[src/rtl/alu_exec_unit.sv]
// LEGv8 execute stage: ALU-control decode, single-cycle ALU ops and an iterative
// shift-add multiplier, with valid/ready handshakes on both sides.
module alu_exec_unit #(
   parameter int unsigned WIDTH  = 64,
   parameter bit          MUL_EN = 1'b1
) (
   input  logic             clk,
   input  logic             reset,
   input  logic             in_valid,
   output logic             in_ready,
   input  logic [10:0]      inst31_21,
   input  logic [1:0]       ALUOp,
   input  logic [WIDTH-1:0] a,
   input  logic [WIDTH-1:0] b,
   output logic             out_valid,
   input  logic             out_ready,
   output logic [WIDTH-1:0] result,
   output logic [3:0]       flags,
   output logic [3:0]       control_line,
   output logic             illegal
);

   localparam int unsigned    ShW     = $clog2(WIDTH);
   localparam logic [ShW-1:0] CntLast = ShW'(WIDTH - 1);

   localparam logic [3:0] CtlAnd   = 4'b0000;
   localparam logic [3:0] CtlOrr   = 4'b0001;
   localparam logic [3:0] CtlAdd   = 4'b0010;
   localparam logic [3:0] CtlEor   = 4'b0011;
   localparam logic [3:0] CtlSub   = 4'b0110;
   localparam logic [3:0] CtlPassB = 4'b0111;
   localparam logic [3:0] CtlLsl   = 4'b1000;
   localparam logic [3:0] CtlLsr   = 4'b1001;
   localparam logic [3:0] CtlMul   = 4'b1100;
   localparam logic [3:0] CtlIll   = 4'b1111;

   typedef enum logic {StIdle, StMul} state_e;

   state_e           state_q;
   logic             out_valid_q;
   logic [WIDTH-1:0] result_q;
   logic [3:0]       flags_q;
   logic [3:0]       ctrl_q;
   logic             illegal_q;
   logic [WIDTH-1:0] a_shift_q;
   logic [WIDTH-1:0] b_shift_q;
   logic [WIDTH-1:0] acc_q;
   logic [ShW-1:0]   cnt_q;

   logic [3:0]       dec_ctrl;
   logic             dec_ill;
   logic             sub_op;
   logic [WIDTH-1:0] b_op;
   logic [WIDTH:0]   sum;
   logic [WIDTH-1:0] alu_res;
   logic             alu_c;
   logic             alu_v;
   logic [3:0]       alu_flags;
   logic [WIDTH-1:0] mul_sum;
   logic             accept;
   logic             accept_mul;

   always_comb begin
      dec_ctrl = CtlAdd;
      dec_ill  = 1'b0;
      unique case (ALUOp)
         2'b00: dec_ctrl = CtlAdd;
         2'b01: dec_ctrl = CtlPassB;
         2'b10: begin
            case (inst31_21)
               11'b11001011000: dec_ctrl = CtlSub;
               11'b10001010000: dec_ctrl = CtlAnd;
               11'b10101010000: dec_ctrl = CtlOrr;
               11'b11001010000: dec_ctrl = CtlEor;
               11'b11010011011: dec_ctrl = CtlLsl;
               11'b11010011010: dec_ctrl = CtlLsr;
               11'b10011011000: dec_ctrl = CtlMul;
               default:         dec_ctrl = CtlAdd;
            endcase
         end
         2'b11: begin
            // Immediate forms: bit 21 is part of the immediate, so only 10 bits decode.
            case (inst31_21[10:1])
               10'b1001000100: dec_ctrl = CtlAdd;
               10'b1101000100: dec_ctrl = CtlSub;
               10'b1001001000: dec_ctrl = CtlAnd;
               10'b1011001000: dec_ctrl = CtlOrr;
               default: begin
                  dec_ctrl = CtlIll;
                  dec_ill  = 1'b1;
               end
            endcase
         end
         default: dec_ctrl = CtlAdd;
      endcase
      if (dec_ctrl == CtlMul && !MUL_EN) begin
         dec_ctrl = CtlIll;
         dec_ill  = 1'b1;
      end
   end

   assign sub_op = (dec_ctrl == CtlSub);
   assign b_op   = sub_op ? ~b : b;
   assign sum    = {1'b0, a} + {1'b0, b_op} + {{WIDTH{1'b0}}, sub_op};

   always_comb begin
      alu_res = '0;
      alu_c   = 1'b0;
      alu_v   = 1'b0;
      case (dec_ctrl)
         CtlAnd:   alu_res = a & b;
         CtlOrr:   alu_res = a | b;
         CtlEor:   alu_res = a ^ b;
         CtlPassB: alu_res = b;
         CtlLsl:   alu_res = a << b[ShW-1:0];
         CtlLsr:   alu_res = a >> b[ShW-1:0];
         CtlAdd, CtlSub: begin
            alu_res = sum[WIDTH-1:0];
            alu_c   = sum[WIDTH];
            alu_v   = (a[WIDTH-1] == b_op[WIDTH-1]) && (sum[WIDTH-1] != a[WIDTH-1]);
         end
         default:  alu_res = '0;
      endcase
   end

   assign alu_flags = dec_ill ? 4'b0000 : {alu_res[WIDTH-1], alu_res == '0, alu_c, alu_v};

   assign mul_sum    = acc_q + (b_shift_q[0] ? a_shift_q : '0);
   assign in_ready   = (state_q == StIdle) && (!out_valid_q || out_ready);
   assign accept     = in_valid && in_ready;
   assign accept_mul = accept && (dec_ctrl == CtlMul);

   always_ff @(posedge clk) begin
      if (reset) begin
         state_q     <= StIdle;
         out_valid_q <= 1'b0;
         result_q    <= '0;
         flags_q     <= 4'b0000;
         ctrl_q      <= 4'b0000;
         illegal_q   <= 1'b0;
         a_shift_q   <= '0;
         b_shift_q   <= '0;
         acc_q       <= '0;
         cnt_q       <= '0;
      end else begin
         if (out_valid_q && out_ready) begin
            out_valid_q <= 1'b0;
         end
         unique case (state_q)
            StIdle: begin
               if (accept_mul) begin
                  state_q   <= StMul;
                  a_shift_q <= a;
                  b_shift_q <= b;
                  acc_q     <= '0;
                  cnt_q     <= '0;
               end else if (accept) begin
                  result_q    <= alu_res;
                  flags_q     <= alu_flags;
                  ctrl_q      <= dec_ctrl;
                  illegal_q   <= dec_ill;
                  out_valid_q <= 1'b1;
               end
            end
            StMul: begin
               acc_q     <= mul_sum;
               a_shift_q <= a_shift_q << 1;
               b_shift_q <= b_shift_q >> 1;
               cnt_q     <= cnt_q + 1'b1;
               // Output register is guaranteed empty here: entry required a free slot.
               if (cnt_q == CntLast) begin
                  result_q    <= mul_sum;
                  flags_q     <= {mul_sum[WIDTH-1], mul_sum == '0, 2'b00};
                  ctrl_q      <= CtlMul;
                  illegal_q   <= 1'b0;
                  out_valid_q <= 1'b1;
                  state_q     <= StIdle;
               end
            end
            default: state_q <= StIdle;
         endcase
      end
   end

   assign out_valid    = out_valid_q;
   assign result       = result_q;
   assign flags        = flags_q;
   assign control_line = ctrl_q;
   assign illegal      = illegal_q;

endmodule

[config.mk]
export PLATFORM = sky130hd
export DESIGN_NAME = alu_exec_unit
export DESIGN_NICKNAME = d
export VERILOG_FILES = /design/src/rtl/alu_exec_unit.sv
export SDC_FILE = /design/constraint.sdc
export NUM_CORES = 2
export LEC_CHECK = 0
export ABC_CLOCK_PERIOD_IN_PS = 8600
export CAP_MARGIN = 20
export CELL_PAD_IN_SITES_DETAIL_PLACEMENT = 0
export CELL_PAD_IN_SITES_GLOBAL_PLACEMENT = 1
export CORE_ASPECT_RATIO = 0.75
export CORE_MARGIN = 4
export CORE_UTILIZATION = 41
export DETAILED_ROUTE_END_ITERATION = 12
export HOLD_SLACK_MARGIN = 0.15
export PLACE_DENSITY = 0.81
export SYNTH_ARGS = -nofsm -noshare
export SYNTH_HDL_FRONTEND = slang
export SYNTH_SLANG_ARGS = --single-unit
[constraint.sdc]
create_clock -name clk -period 8.6 [get_ports clk]
set_clock_uncertainty 0.05 [all_clocks]
set_input_delay 2.15 -clock clk [delete_from_list [all_inputs] [get_ports clk]]
set_output_delay 2.15 -clock clk [all_outputs]
set_load 0.05 [all_outputs]
; Word-level counts from Yosys, hierarchy flattened
; Index checks and enable logic that the tools add are counted.
[word_totals]
in_bits = 145
word_cells = 107
register_bits = 273
output_inout_bits = 75
[op_classes]
eq_ne = 29
n_reduce_logical = 14
n_shift = 2
mux = 43
bitwise_logic = 5
addsub = 4
[ops]
columns = operator, n
row1 = $mux W64, 8
row2 = $pmux W64 S2, 4
row3 = $pmux W64 S7, 1
row4 = $logic_not A64 Y1, 2
row5 = $eq A11 B11 Y1 const B, 7
row6 = $add A64 B64 Y65, 1
row7 = $add A65 B1 Y65, 1
row8 = $add A64 B64 Y64, 1
row9 = $and A64 B64 Y64, 1
row10 = $not A64 Y64, 1
row11 = $or A64 B64 Y64, 1
row12 = $shl A64 B6 Y64, 1
row13 = $shr A64 B6 Y64, 1
row14 = $xor A64 B64 Y64, 1
row15 = $eq A10 B10 Y1 const B, 4
row16 = $pmux W4 S4, 2
row17 = $mux W4, 7
row18 = $pmux W4 S7, 1
row19 = $pmux W4 S2, 2
row20 = $mux W1, 13
row21 = $eq A4 B4 Y1 const B, 3
row22 = $pmux W6 S2, 1
row23 = $eq A4 B2 Y1 const B, 2
row24 = $eq A4 B3 Y1 const B, 2
row25 = other kinds (20), 29

; Longest topological paths before layout
[logic_depth]
ltp_word = 14
depth_mapped = 28
depth_no_buf = 21

; Worst setup path after synthesis
; Ideal clock, no wire load.
[synth_path]
kind = input-to-reg
startpoint = input port ALUOp[0]
endpoint = register flags_q[2], in the netlist flags[2]
t_required_ns = 8.491
cell_stages = 28
setup_slack_ns = 0.288
path_buffers = 8
arrival_time_ns = 8.203
cell_sequence = clkbuf_1 > or3_1 > o2bb2a_1 > or2_2 > clkbuf_1 > o211ai_1 > buf_2 > buf_2 > buf_1 > buf_1 > nor2_2 > buf_2 > xnor2_1 > ha_1 > clkbuf_1 > nand4_1 > o22a_1 > nor3b_1 > or3_1 > a21oi_1 > o21ai_0 > o2111ai_1 > o41ai_1 > or3_1 > a2111o_1 > a2111oi_0 > a21oi_1 > nand2_1
[synth_between]
elab_chain_cells = 12
elab_cells_between_ends = 28
[synth_lines]
columns = element, line_no
row1 = from (decl), 12  ; input logic [1:0] ALUOp,
row2 = $eq A2 B2 Y1 (tied with other cells), 66  ; unique case (ALUOp)
row3 = $pmux W4 S4, 66
row4 = $eq A4 B3 Y1, "102, 110"
row5 = $mux W64, 103  ; assign b_op = sub_op ? ~b : b;
row6 = $add A64 B64 Y65, 104  ; assign sum = {1'b0, a} + {1'b0, b_op} + {{WIDTH{1'b0}}, sub_op};
row7 = $add A65 B1 Y65, 104
row8 = $pmux W64 S7, 110  ; case (dec_ctrl)
row9 = $logic_not A64 Y1, 126  ; assign alu_flags = dec_ill ? 4'b0000 : {alu_res[WIDTH-1], alu_res == '0, alu_c, alu_v};
row10 = $mux W4, 126
row11 = $mux W4, 157  ; end else if (accept) begin
row12 = $mux W4, 151  ; if (accept_mul) begin
row13 = $pmux W4 S2, 149  ; unique case (state_q)
row14 = to (signal assigned), 159  ; flags_q <= alu_flags;
row15 = to (signal assigned), 173  ; flags_q <= {mul_sum[WIDTH-1], mul_sum == '0, 2'b00};
row16 = to (decl), 42  ; logic [3:0] flags_q;
; Parallel ways exist; a longest one is shown, timed or not. The select of a mux whose other input is x is not followed.
; A chain may end at the register's enable or synchronous reset.

; Final worst setup path
[layout_path]
startpoint = input port inst31_21[1]
endpoint = register flags_q[2], in the netlist flags[2]
[layout_between]
elab_chain_cells = 13
elab_cells_between_ends = 39
[layout_lines]
columns = element, line_no
row1 = from (decl), 11  ; input logic [10:0] inst31_21,
row2 = $eq A11 B11 Y1 / $eq A10 B10 Y1 (equally long branches), "70, 83"
row3 = $pmux W4 S7 / $pmux W4 S4 (equally long branches), "70, 83"
row4 = $pmux W4 S4, 66
row5 = $eq A4 B3 Y1, "102, 110"
row6 = $mux W64, 103
row7 = $add A64 B64 Y65, 104
row8 = $add A65 B1 Y65, 104
row9 = $pmux W64 S7, 110
row10 = $logic_not A64 Y1, 126
row11 = $mux W4, 126
row12 = $mux W4, 157
row13 = $mux W4, 151
row14 = $pmux W4 S2, 149
; Parallel ways exist; a longest one is shown, timed or not. The select of a mux whose other input is x is not followed.

==> impl_metrics.yaml <==
logic_synthesis:
  synth_seq_cells: 273
  synth_nets: 5429
  synth_top_area_share_pct: 15.1
  synth_area_leaders: "dfxtp_1, ha_1, a21oi_1"
  ys_async_sr_fraction_pct: 0
  syn_inst: 5012
  postSynthAreaPerCell_um2: 7.20
  synth_edf_count: 0
  yosys_most_used_dff: "dfxtp_1"
  ys_seq_area_share_pct: 15.1
  synth_top_area_cell: "dfxtp_1"
  synthDistinctLibCells: 97
  syn_area_um2: 36100
  yosys_warnings: 0
floorplanning:
  core-area_um2: 86600
  die-area_um2: 92900
  die_h_um: 265
  die_w_um: 351
  num_io_pins: 220
  start_util_pct: 41.7
  rows: 93
clock_network:
  cts_hold_buf: 0
  post-cts-setup-buffer-count: 0
  ctsHtreeMaxLevel: 1
  clock_path_buffers: 3
  cts_buffers: 31
  clk_transition_reported_paths_ns: 0.06
  cts_resized: 0
  clk_latency_ns: 0.65
  cts_tree: "done"
  root_buffer: "clkbuf_16"
  cts.sinks: 273
route:
  via_per_inst: 6.74
  drc: 0
  postRouteAntennaNets: 0
  drt_pass1_iterations: 6
  vias: 42500
  wl_per_cell_um: 31.7
  first_iter_violations: 6278
  drt_wl_total_um: 200000
place:
  placed_cell_area_um2: 40400
  dp_cells: 6231
  dp_hpwl_um: 158000
  port_buffers: 219
  gp_congestion: 1.09
sta:
  finalHoldViolCount: 0
  max_freq_mhz: 120
  rsz0062_at_grt: "false"
  layout_min_cycle_time_ns: 8.30
  setup_violations: 0
  slew_headroom_pct: 12.7
  worst_pin_slew_ns: 1.30
  holdWs_ns: 0.401
  period_share_pct: 96.6
  slew_viol_final: 0
finish:
  fin_area_um2: 41600
  areaGrowthSynthToFinish_pct: 15.3
  drive_gt1_share_pct: 12.5
  nNetsFinal: 5543
  fin_util_pct: 48.0
  layoutNonFillerInstCount: 6301
grt:
  grt_pass1_vias: 38700
  grt_use_total_pct: 41.2
  antenna_found_initial: 20
  grt_overflow: 0
  grt_max_degree: 191
  grt_pass1_wl_um: 282000
power_and_ir_drop:
  power-per-cell-area_nw_per_um2: 130
  vdd_drop_max_uv: 171
  p_leak_nw: 16.5
setup_path:
  startpoint_type: "input pin"
  arrival_ns: 8.85
  cp_max_fo: 20
  crit_path_cell_trace: "clkdlybuf4s50_1 -> or4b_4 -> nor4_2 -> nor3_2 -> o211ai_1 -> nor2_4 -> buf_12 -> xnor2_1 -> ha_1 -> a21oi_1 -> o21ai_0 -> a211oi_1 -> nor2_1 -> buf_4 -> a311oi_1 -> buf_4 -> nor2_1 -> a21oi_1 -> nand3_1 -> nor3_1 -> nand4_1 -> nor4_1 -> a21oi_1 -> nand2_1"
  crit_path_frequent_cell: "a21oi_1"
  setup.worst_path.end_class: "flip-flop"
  required_ns: 9.14
  crit_slowest_cell: "or4b_4"
  cpPeakStageDelay_ns: 0.60
  critPathKind: "input pin to flip-flop"
min_path:
  hold_path_class: "flip-flop to flip-flop"
status:
  outcome: "completed"
job:
  max_cap_viol_count: 0
## layout by cell type, fill, tap and decap left out, types with 20 or more instances in the layout
cell type,n
xnor2_1,114
inv_1,168
nor2_1,397
dfxtp_1,272
a31oi_1,46
nand4_1,70
clkbuf_16,31
a22oi_1,73
buf_4,292
o21ai_0,224
mux2_2,68
clkdlybuf4s50_1,212
nand3_1,137
xor2_1,33
o221ai_1,27
and3_1,33
nand2_1,734
nor4_1,38
or2_2,20
and2_1,103
a21oi_1,618
o21bai_1,23
o22ai_1,51
a211oi_1,61
a21o_1,51
ha_1,270
mux2i_1,138
o211ai_1,77
nand2b_1,32
or3_1,33
o21a_1,43
a221oi_1,31
nor3_1,80
mux4_2,131
## Yosys cell counts (all sizes together), types with 19 or more instances
library cell	instances
o21ai	234
xnor2	114
mux2i	138
clkbuf	301
nor3	86
mux4	131
nand4	70
nand2	736
ha	270
a31oi	46
nand3	137
a22oi	74
o211a	19
mux2	68
o31ai	19
a21oi	620
o21bai	23
nor4	42
nand2b	32
dfxtp	273
inv	172
nor2	403
buf	141
xor2	33
o21a	43
a211oi	62
a221oi	33
nor2b	19
and2	105
o211ai	77
o22ai	51
o221ai	28
or3	33
and3	33
a21o	51
or2	20
## critical path, delay by kind of cell
| family | cells | cell delay (ns) |
|---|---|---|
| compound gates | 7 | 2.12 |
| xor+xnor | 1 | 0.14 |
| fa+ha+maj | 1 | 0.39 |
| buf+inv | 4 | 1.07 |
| simple gates | 11 | 2.96 |
## logic make-up (layout without fill, tap and decap cells)
family,Yosys count,in the layout,synth area share (%)
AND/OR/NAND/NOR,1768,1768,22.5
adder cells (fa/ha/maj),272,272,9.47
AO/OA/AOI/OAI,1600,1600,28.4
multiplexers,337,337,14.1
XOR/XNOR,147,147,3.57
buffers and inverters,615,753,6.79
other,0,11,0
flip-flops,273,273,15.1
## path summary, 6_finish.rpt
check | end | cells after the start | startpoint | slack, ns
hold / removal | result[42] | 2 | result[42] | 0.40
setup / recovery | flags[2] | 24 | inst31_21[1] | 0.30
setup reg to reg | flags[2] | 17 | b_shift_q[0] | 3.27
hold reg to reg | result[42] | 2 | result[42] | 0.40
## per-stage QoR
| step | TNS, ns | worst slack [ns] | power (mW) |
|---|---|---|---|
| final | 0 | 0.297 | 5.39 |
| after global placement | -0.236 | -0.236 | 3.83 |
| after detailed placement | -0.376 | -0.376 | 3.81 |
| after global routing | 0 | 0.0674 | 5.57 |
| after CTS | 0 | 0.277 | 5.31 |
| after floorplan | 0 | 0.288 | 2.72 |
## per-layer routing
layer  wire, um  share of wire, %  vias to the layer above  GRT usage (%)
met1      83700                42                    20500           56.9
met5        196             0.098                        -              0
met2      79700                40                     2773           58.1
met3      26800                13                      452           15.2
met4       9480               4.7                       28           15.7
li1           -                 -                    18700              -
## state kept, by name, indices dropped and copies added, names as in the netlist, 4 cells and up
register,cells
a_shift_q,64
acc_q,64
flags,4
b_shift_q,64
cnt_q,6
result,64
control_line,4
## power by group
group | switching [mW] | internal, mW
clock network | 0.632 | 0.845
registers | 0.0179 | 1.30
logic | 1.71 | 0.892
## layout make-up
class	count	area (um2)
clock buffer	38	842
antenna	11	27.5
clock inverter	19	251
inverter	173	652
tap	1140	1430
fill	8901	45000
multi-input combinational	4124	28300
sequential	273	5470
timing repair buffer	523	4630
(Power assumes the default switching activity.)
